==> config.mk <==
export PLATFORM = sky130hd
export DESIGN_NAME = kpscan
export DESIGN_NICKNAME = d
export VERILOG_FILES = /design/src/rtl/kpscan.sv
export SDC_FILE = /design/constraint.sdc
export NUM_CORES = 1
export LEC_CHECK = 0
export CAP_MARGIN = 20
export CORE_MARGIN = 1.5
export CORE_UTILIZATION = 57
export DETAILED_ROUTE_END_ITERATION = 12
export GPL_ROUTABILITY_DRIVEN = 0
export PLACE_DENSITY = 0.88
export SLEW_MARGIN = 0
export SYNTH_ARGS = -nofsm -noshare
export SYNTH_HDL_FRONTEND = slang
export SYNTH_SLANG_ARGS = --single-unit
==> constraint.sdc <==
create_clock -name clk -period 4.9 [get_ports clk]
set_input_delay 0.735 -clock clk [delete_from_list [all_inputs] [get_ports clk]]
set_output_delay 0.735 -clock clk [all_outputs]
set_load 0.05 [all_outputs]
==> src/rtl/kpscan.sv <==
// Keypad scanner: walks one low column at a time, samples synchronised active-low rows,
// debounces press and release, and emits a key code with press/release/auto-repeat strobes.
module kpscan #(
  parameter int unsigned ROWS          = 4,
  parameter int unsigned COLS          = 4,
  parameter int unsigned SCAN_DIV      = 1000,
  parameter int unsigned DEBOUNCE      = 8,
  parameter int unsigned REPEAT_DELAY  = 250,
  parameter int unsigned REPEAT_PERIOD = 50,
  localparam int unsigned CODE_W       = $clog2(ROWS * COLS)
) (
  input  logic              clk,
  input  logic              reset_n,
  input  logic [ROWS-1:0]   kpr,
  input  logic              repeat_en,
  output logic [COLS-1:0]   kpc,
  output logic              kphit,
  output logic [CODE_W-1:0] num,
  output logic              press,
  output logic              key_release
);

  localparam int unsigned ColW   = $clog2(COLS);
  localparam int unsigned RowW   = $clog2(ROWS);
  localparam int unsigned DivW   = (SCAN_DIV > 1) ? $clog2(SCAN_DIV) : 1;
  localparam int unsigned CntW   = $clog2(DEBOUNCE + 1);
  localparam int unsigned RepMax = (REPEAT_DELAY > REPEAT_PERIOD) ? REPEAT_DELAY : REPEAT_PERIOD;
  localparam int unsigned RepW   = $clog2(RepMax + 1);

  typedef enum logic [1:0] {StScan, StConfirm, StHeld} state_e;

  state_e              state_q, state_d;
  logic [ROWS-1:0]     sync1_q, sync2_q;
  logic [DivW-1:0]     div_q, div_d;
  logic [ColW-1:0]     col_q, col_d;
  logic [RowW-1:0]     row_q, row_d;
  logic [CntW-1:0]     cnt_q, cnt_d;
  logic [RepW-1:0]     hold_q, hold_d;
  logic                first_q, first_d;
  logic                kphit_q, kphit_d;
  logic [CODE_W-1:0]   num_q, num_d;
  logic                press_q, press_d;
  logic                release_q, release_d;

  logic                sample, hit_valid, key_down, accept, rep_due;
  logic [RowW-1:0]     hit_row;
  logic [ColW-1:0]     col_next;
  logic [CntW-1:0]     cnt_inc;
  logic [RepW-1:0]     hold_inc, rep_limit;
  int unsigned         n_low;

  always_ff @(posedge clk or negedge reset_n) begin
    if (!reset_n) begin
      state_q   <= StScan;
      sync1_q   <= '1;
      sync2_q   <= '1;
      div_q     <= '0;
      col_q     <= '0;
      row_q     <= '0;
      cnt_q     <= '0;
      hold_q    <= '0;
      first_q   <= 1'b1;
      kphit_q   <= 1'b0;
      num_q     <= '0;
      press_q   <= 1'b0;
      release_q <= 1'b0;
    end else begin
      state_q   <= state_d;
      sync1_q   <= kpr;
      sync2_q   <= sync1_q;
      div_q     <= div_d;
      col_q     <= col_d;
      row_q     <= row_d;
      cnt_q     <= cnt_d;
      hold_q    <= hold_d;
      first_q   <= first_d;
      kphit_q   <= kphit_d;
      num_q     <= num_d;
      press_q   <= press_d;
      release_q <= release_d;
    end
  end

  // Exactly one low row is a valid hit; several low rows are ambiguous and read as no key.
  always_comb begin
    n_low   = 0;
    hit_row = '0;
    for (int r = 0; r < ROWS; r++) begin
      if (!sync2_q[r]) begin
        n_low   = n_low + 1;
        hit_row = RowW'(r);
      end
    end
    hit_valid = (n_low == 1);
  end

  always_comb begin
    sample    = (div_q == DivW'(SCAN_DIV - 1));
    key_down  = hit_valid && (hit_row == row_q);
    col_next  = (col_q == ColW'(COLS - 1)) ? '0 : col_q + ColW'(1);
    cnt_inc   = cnt_q + CntW'(1);
    hold_inc  = hold_q + RepW'(1);
    rep_limit = first_q ? RepW'(REPEAT_DELAY) : RepW'(REPEAT_PERIOD);
    rep_due   = 1'b0;
    accept    = 1'b0;

    state_d   = state_q;
    div_d     = sample ? '0 : div_q + DivW'(1);
    col_d     = col_q;
    row_d     = row_q;
    cnt_d     = cnt_q;
    hold_d    = hold_q;
    first_d   = first_q;
    kphit_d   = kphit_q;
    num_d     = num_q;
    press_d   = 1'b0;
    release_d = 1'b0;

    if (sample) begin
      unique case (state_q)
        StScan: begin
          if (hit_valid) begin
            row_d = hit_row;
            if (DEBOUNCE == 1) begin
              accept = 1'b1;
            end else begin
              state_d = StConfirm;
              cnt_d   = CntW'(1);
            end
          end else begin
            col_d = col_next;
          end
        end
        StConfirm: begin
          if (key_down) begin
            if (cnt_inc == CntW'(DEBOUNCE)) accept = 1'b1;
            else                            cnt_d  = cnt_inc;
          end else begin
            state_d = StScan;
            cnt_d   = '0;
            col_d   = col_next;
          end
        end
        StHeld: begin
          // Hold counter runs regardless of repeat_en; repeat_en only gates the strobe.
          if (hold_inc == rep_limit) begin
            hold_d  = '0;
            first_d = 1'b0;
            rep_due = 1'b1;
          end else begin
            hold_d = hold_inc;
          end
          if (key_down) begin
            cnt_d   = '0;
            press_d = rep_due && repeat_en;
          end else if (cnt_inc == CntW'(DEBOUNCE)) begin
            state_d   = StScan;
            cnt_d     = '0;
            kphit_d   = 1'b0;
            release_d = 1'b1;
            col_d     = col_next;
          end else begin
            cnt_d = cnt_inc;
          end
        end
        default: state_d = StScan;
      endcase
    end

    if (accept) begin
      state_d = StHeld;
      cnt_d   = '0;
      hold_d  = '0;
      first_d = 1'b1;
      kphit_d = 1'b1;
      press_d = 1'b1;
      num_d   = CODE_W'(int'(col_q) * int'(ROWS) + int'(hit_row));
    end
  end

  always_comb begin
    kpc         = '1;
    kpc[col_q]  = 1'b0;
    kphit       = kphit_q;
    num         = num_q;
    press       = press_q;
    key_release = release_q;
  end

endmodule

Word-level counts from Yosys, hierarchy flattened
Cells that the tools add are included.
{"block": "word_totals", "ff_bits": 44, "word_cells": 118, "out_inout_bits": 11, "input_bits": 7}
{"block": "classes", "n_lt_le_gt_ge": 2, "n_bitwise": 1, "addsub": 8, "n_eq_ne": 18, "reduce_logical": 17, "muxes": 59}
{"op": "$add A32 B1 Y32 const B", "count": 3}
{"op": "$mux W32", "count": 3}
{"op": "$mux W8", "count": 5}
{"op": "$eq A32 B1 Y1 const B", "count": 1}
{"op": "$mux W4", "count": 7}
{"op": "$mux W1", "count": 26}
{"op": "$mux W2", "count": 13}
{"op": "$ne A3 B3 Y1 const B", "count": 4}
{"op": "$pmux W2 S3", "count": 2}
{"op": "$pmux W4 S3", "count": 1}
{"op": "$add A10 B1 Y10 const B", "count": 1}
{"op": "$eq A10 B10 Y1 const B", "count": 1}
{"op": "$mux W10", "count": 1}
{"op": "$add A8 B1 Y8 const B", "count": 1}
{"op": "$eq A8 B8 Y1", "count": 1}
{"op": "$ne A2 B2 Y1 const B", "count": 4}
{"op": "$reduce_and A4 Y1", "count": 2}
{"op": "$reduce_bool A2 Y1", "count": 4}
{"op": "$reduce_and A3 Y1", "count": 2}
{"op": "$reduce_and A6 Y1", "count": 1}
{"op": "$reduce_and A5 Y1", "count": 1}
{"op": "$add A4 B1 Y4 const B", "count": 1}
{"op": "$add A4 B2 Y4", "count": 1}
{"op": "$eq A2 B2 Y1 const B", "count": 2}
{"op": "other kinds (15)", "count": 17}

Depth between registers and ports, before layout
{"block": "depth", "depth_word": 14, "ltp_mapped": 13, "mapped_depth_nobuf": 11}

Worst setup path after synthesis
No wires, ideal clock.
{"block": "synth_path", "path_kind": "flip-flop to flip-flop", "from": "register sync2_q[1]", "to": "register state_q[0]", "stages_incl_launch_ff": 11, "period_less_slack_ns": 2.877, "setup_ns": 0.128, "n_path_buf": 0, "slack_ns": 2.023, "t_arrival_ns": 2.749, "path_cell_list": "dfstp_2 -> inv_1 -> ha_1 -> xnor2_1 -> ha_1 -> or2_1 -> o221ai_2 -> o211ai_2 -> o31a_1 -> o221ai_2 -> mux2_1"}
{"block": "synth_via", "elab_chain_cells": 12}
{"element": "start, declared", "line": "33", "text": "logic [ROWS-1:0] sync1_q, sync2_q;"}
{"element": "start signal, assigned", "line": "70", "text": "sync2_q <= sync1_q;"}
{"element": "$mux W32", "line": "89", "text": "if (!sync2_q[r]) begin"}
{"element": "$add A32 B1 Y32", "line": "90", "text": "n_low = n_low + 1;"}
{"element": "$mux W32", "line": "89"}
{"element": "$add A32 B1 Y32", "line": "90"}
{"element": "$mux W32", "line": "89"}
{"element": "$eq A32 B1 Y1", "line": "94", "text": "hit_valid = (n_low == 1);"}
{"element": "$logic_and A1 B1 Y1", "line": "99", "text": "key_down = hit_valid && (hit_row == row_q);"}
{"element": "$mux W1", "line": "135", "text": "if (key_down) begin"}
{"element": "$mux W1", "line": "120", "text": "unique case (state_q)"}
{"element": "$mux W1", "line": "119", "text": "if (sample) begin"}
{"element": "$ne A3 B3 Y1 (no source line) / $reduce_bool A2 Y1 (equally long branches)"}
{"element": "$reduce_and A5 Y1 (no source line)"}
{"element": "end signal, assigned", "line": "54", "text": "state_q <= StScan;"}
{"element": "end signal, assigned", "line": "68", "text": "state_q <= state_d;"}
{"element": "end, declared", "line": "32", "text": "state_e state_q, state_d;"}
Parallel ways exist; a longest one is shown, timed or not.
A chain may end at the register's enable or synchronous reset.

Worst setup path in the final report
{"block": "layout_path", "from": "register sync2_q[1]", "to": "register cnt_q[0]"}
{"block": "layout_via", "elab_chain_cells": 12}
{"element": "$mux W32", "line": "89"}
{"element": "$add A32 B1 Y32", "line": "90"}
{"element": "$mux W32", "line": "89"}
{"element": "$add A32 B1 Y32", "line": "90"}
{"element": "$mux W32", "line": "89"}
{"element": "$eq A32 B1 Y1", "line": "94"}
{"element": "$logic_and A1 B1 Y1", "line": "99"}
{"element": "$mux W1", "line": "135"}
{"element": "$mux W1", "line": "120"}
{"element": "$mux W1", "line": "119"}
{"element": "$ne A4 B4 Y1 (no source line), or another cell as far along"}
{"element": "$reduce_and A4 Y1 (no source line)"}
{"element": "end signal, assigned", "line": "74", "text": "cnt_q <= cnt_d;"}
{"element": "end, declared", "line": "37", "text": "logic [CntW-1:0] cnt_q, cnt_d;"}
Parallel ways exist; a longest one is shown, timed or not. The select of a mux whose other input is x is not followed.

==> insert_results.sql <==
INSERT INTO impl_metrics (metric_group, metric, value, unit) VALUES
('status', 'run_status', 'completed', ''),
('timing', 'slew_limit_fails', '0', ''),
('worst_setup_path', 'critPathCaptureType', 'flop', ''),
('floorplanning', 'rows', '24', ''),
('synthesis', 'ys.warnings.count', '0', ''),
('drt', 'top_layer', 'met4', ''),
('job', 'cap_violations', '0', ''),
('global_route', 'overflow', '0', ''),
('clock_tree', 'cts-buffers-inserted', '5', ''),
('clock_tree', 'clk_path_buf_depth', '2', ''),
('drt', 'met1Wirelength', '2200', 'um'),
('global_route', 'aggregate_global_route_resource_usage', '20.4', '%'),
('placed_design', 'placement.cell_area', '0.00275', 'mm2'),
('drt', 'detail_route.wirelength', '4720', 'um'),
('synthesis', 'average_cell_area_after_synthesis', '9.67', 'um2'),
('timing', 'final.setup.tns', '0', 'ns'),
('hold_path', 'worstHoldPathCells', '0', ''),
('finish', 'finalNetCount', '304', ''),
('worst_setup_path', 'worst-path-max-fanout', '14', ''),
('hold_path', 'worstHoldStart', 'sync1_q[2]$_DFF_PN1_', ''),
('worst_setup_path', 'number_of_cell_instances_on_the_worst_register_to_register_path', '10', ''),
('synthesis', 'synth.net_count', '290', ''),
('drt', 'ant_nets', '0', ''),
('timing', 'setup_viol', '0', ''),
('worst_setup_path', 'cp_data_arrival_time', '3.30', 'ns'),
('worst_setup_path', 'worstPathRequired', '5.09', 'ns'),
('drt', 'initialDrtViolationCount', '185', ''),
('timing', 'fin_hold_ws', '0.357', 'ns'),
('hold_path', 'hold_path_class', 'flop to flop', ''),
('floorplanning', 'chipWidth', '70.3', 'um'),
('clock_tree', 'number_of_clock_sinks_seen_by_cts', '44', ''),
('synthesis', 'synth_top_family_by_area', 'simple AND/OR/NAND/NOR gates', ''),
('global_route', 'grt_antenna_before_repair', '0', ''),
('synthesis', 'synth_flop_type', 'dfrtp_1', ''),
('power', 'cellPowerDensity', '238', 'mW/mm2'),
('timing', 'ratio_of_final_minimum_period_to_clock_period', '63.5', '%'),
('drt', 'met3_length', '203', 'um'),
('worst_setup_path', 'setup.worst_path.class', 'flop to flop', ''),
('timing', 'fmaxAchievable', '0.322', 'GHz'),
('synthesis', 'post_synth_most_frequent_cells', '35 x dfrtp_1, 27 x nor2_1, 20 x nand2_1', ''),
('power', 'p_leak', '1.18', 'nW'),
('drt', 'drt_pass1_iterations', '4', ''),
('synthesis', 'synthMuxAreaShare', '3.44', '%'),
('timing', 'actual_slew_at_the_worst_max_slew_pin', '0.947', 'ns'),
('worst_setup_path', 'chain_of_cells_forming_the_critical_path', 'inv_1, ha_1, xnor2_1, ha_1, or2_1, o221ai_2, o211a_2, and4_1, nand2_1, o221a_2', ''),
('clock_tree', 'cts_resized', '0', ''),
('placed_design', 'dp_hpwl', '3280', 'um'),
('synthesis', 'synth_compound_area_share', '16.7', '%'),
('floorplanning', 'io_pins', '18', ''),
('clock_tree', 'cts.htree.levels', '2', ''),
('synthesis', 'synth_xor_area_share', '4.07', '%'),
('floorplanning', 'floorplan.core_area', '0.00435', 'mm2'),
('finish', 'final_cell_area', '0.00286', 'mm2'),
('finish', 'instances_no_fill', '334', ''),
('drt', 'vias_per_cell', '5.94', ''),
('synthesis', 'syn_inst', '267', ''),
('drt', 'post_drt_wl_per_cell', '14.1', 'um'),
('synthesis', 'number_of_flops_mapped_to_enable_cells_by_yosys', '0', ''),
('clock_tree', 'cts.clk_slew.worst_paths', '0.07', 'ns'),
('synthesis', 'biggest_area_consumer_among_synthesized_cells', 'dfrtp_1', ''),
('placed_design', 'port-buffer-count', '17', ''),
('worst_setup_path', 'worstSetupStartpoint', 'sync2_q[1]$_DFF_PN1_', ''),
('clock_tree', 'clock_latency', '0.30', 'ns'),
('synthesis', 'synthTopCellsByArea', 'dfrtp_1 34%, dfstp_2 9.2%, ha_1 7.8%', ''),
('finish', 'post_route_cells_drive_above_1_share', '13.1', '%'),
('timing', 'final_skew', '0.00765', 'ns'),
('timing', 'unrepaired_setup_endpoints_after_global_routing', 'false', ''),
('power', 'total_power', '681', 'uW'),
('worst_setup_path', 'cpMostUsedCell', 'ha_1', ''),
('synthesis', 'synth_async_sr_flop_share', '100', '%'),
('synthesis', 'synth.yosys.seq_area_share', '43.1', '%');
-- per-layer routing --
metal	GRT usage (%)	vias up
met4	6.41	0
met5	0	-
li1	-	982
met1	27.5	948
met3	5.05	7
met2	32.5	46
-- final cells by class --
cell class,count,area [um2]
fillers,351,1500
repair buffers,17,165
multi-input cells,196,1340
clock buffers,6,72.6
well taps,52,65.1
inverters,17,63.8
flip-flops and latches,44,1110
clock inverters,2,35.0
-- report_power, final --
part	total [mW]	switching (mW)	internal, mW
clock	0.269	0.117	0.151
sequential	0.372	0.00321	0.369
combinational	0.0402	0.0253	0.0149
-- state kept, by name, summed over array words and instances (netlist names), 2 cells and up --
register,cells
div_q,10
cnt_q,4
col_q,2
row_q,2
sync1_q,4
sync2_q,4
hold_q,8
num,4
state_q,2
-- worst paths after layout --
kind	to	slack, ns
max	cnt_q[0]$_DFFE_PN0P_	1.79
min	sync2_q[2]$_DFF_PN1_	0.36
max reg2reg	cnt_q[0]$_DFFE_PN0P_	1.79
min reg2reg	sync2_q[2]$_DFF_PN1_	0.36
max in group asynchronous	div_q[6]$_DFF_PN0_	3.73
min in group asynchronous	hold_q[6]$_DFFE_PN0P_	0.57
-- logic make-up (layout without fill, tap and decap cells) --
| family | count (synthesis) | in the layout |
|---|---|---|
| and+or+nand+nor | 98 | 98 |
| AOI/OAI and AO/OA | 62 | 62 |
| DFF | 44 | 44 |
| buffers and inverters | 27 | 42 |
| adders and majority gates | 16 | 16 |
| xor gates and xnor gates | 12 | 12 |
| muxes | 8 | 8 |
-- layout by cell type (no fill, tap or decap), drive strengths merged, types with 2 or more instances in the layout --
master         count
o2111ai            2
dfrtp             35
a31o               2
o221ai             3
o31ai              2
nand3b             3
and2               4
nor2              27
o21ai             12
dfstp              9
nor3               4
clkdlybuf4s50     16
nand3             15
nor3b              2
xnor2              8
mux2               7
o211ai             8
nor4               3
xor2               4
and3               3
or2                2
ha                16
a211oi             2
a21oi             19
or4                3
nand4              3
inv               17
clkbuf             6
a31oi              5
nand2             21
-- worst max-delay path, delay by kind of cell (launching register included) --
family                     cells  cell delay, ns
xor gates and xnor gates       1            0.17
DFF                            1            0.56
AOI/OAI and AO/OA              3            0.67
buffers and inverters          1            0.05
and+or+nand+nor                3            0.91
adders and majority gates      2            0.64
Power figures use the tool's default switching activity.
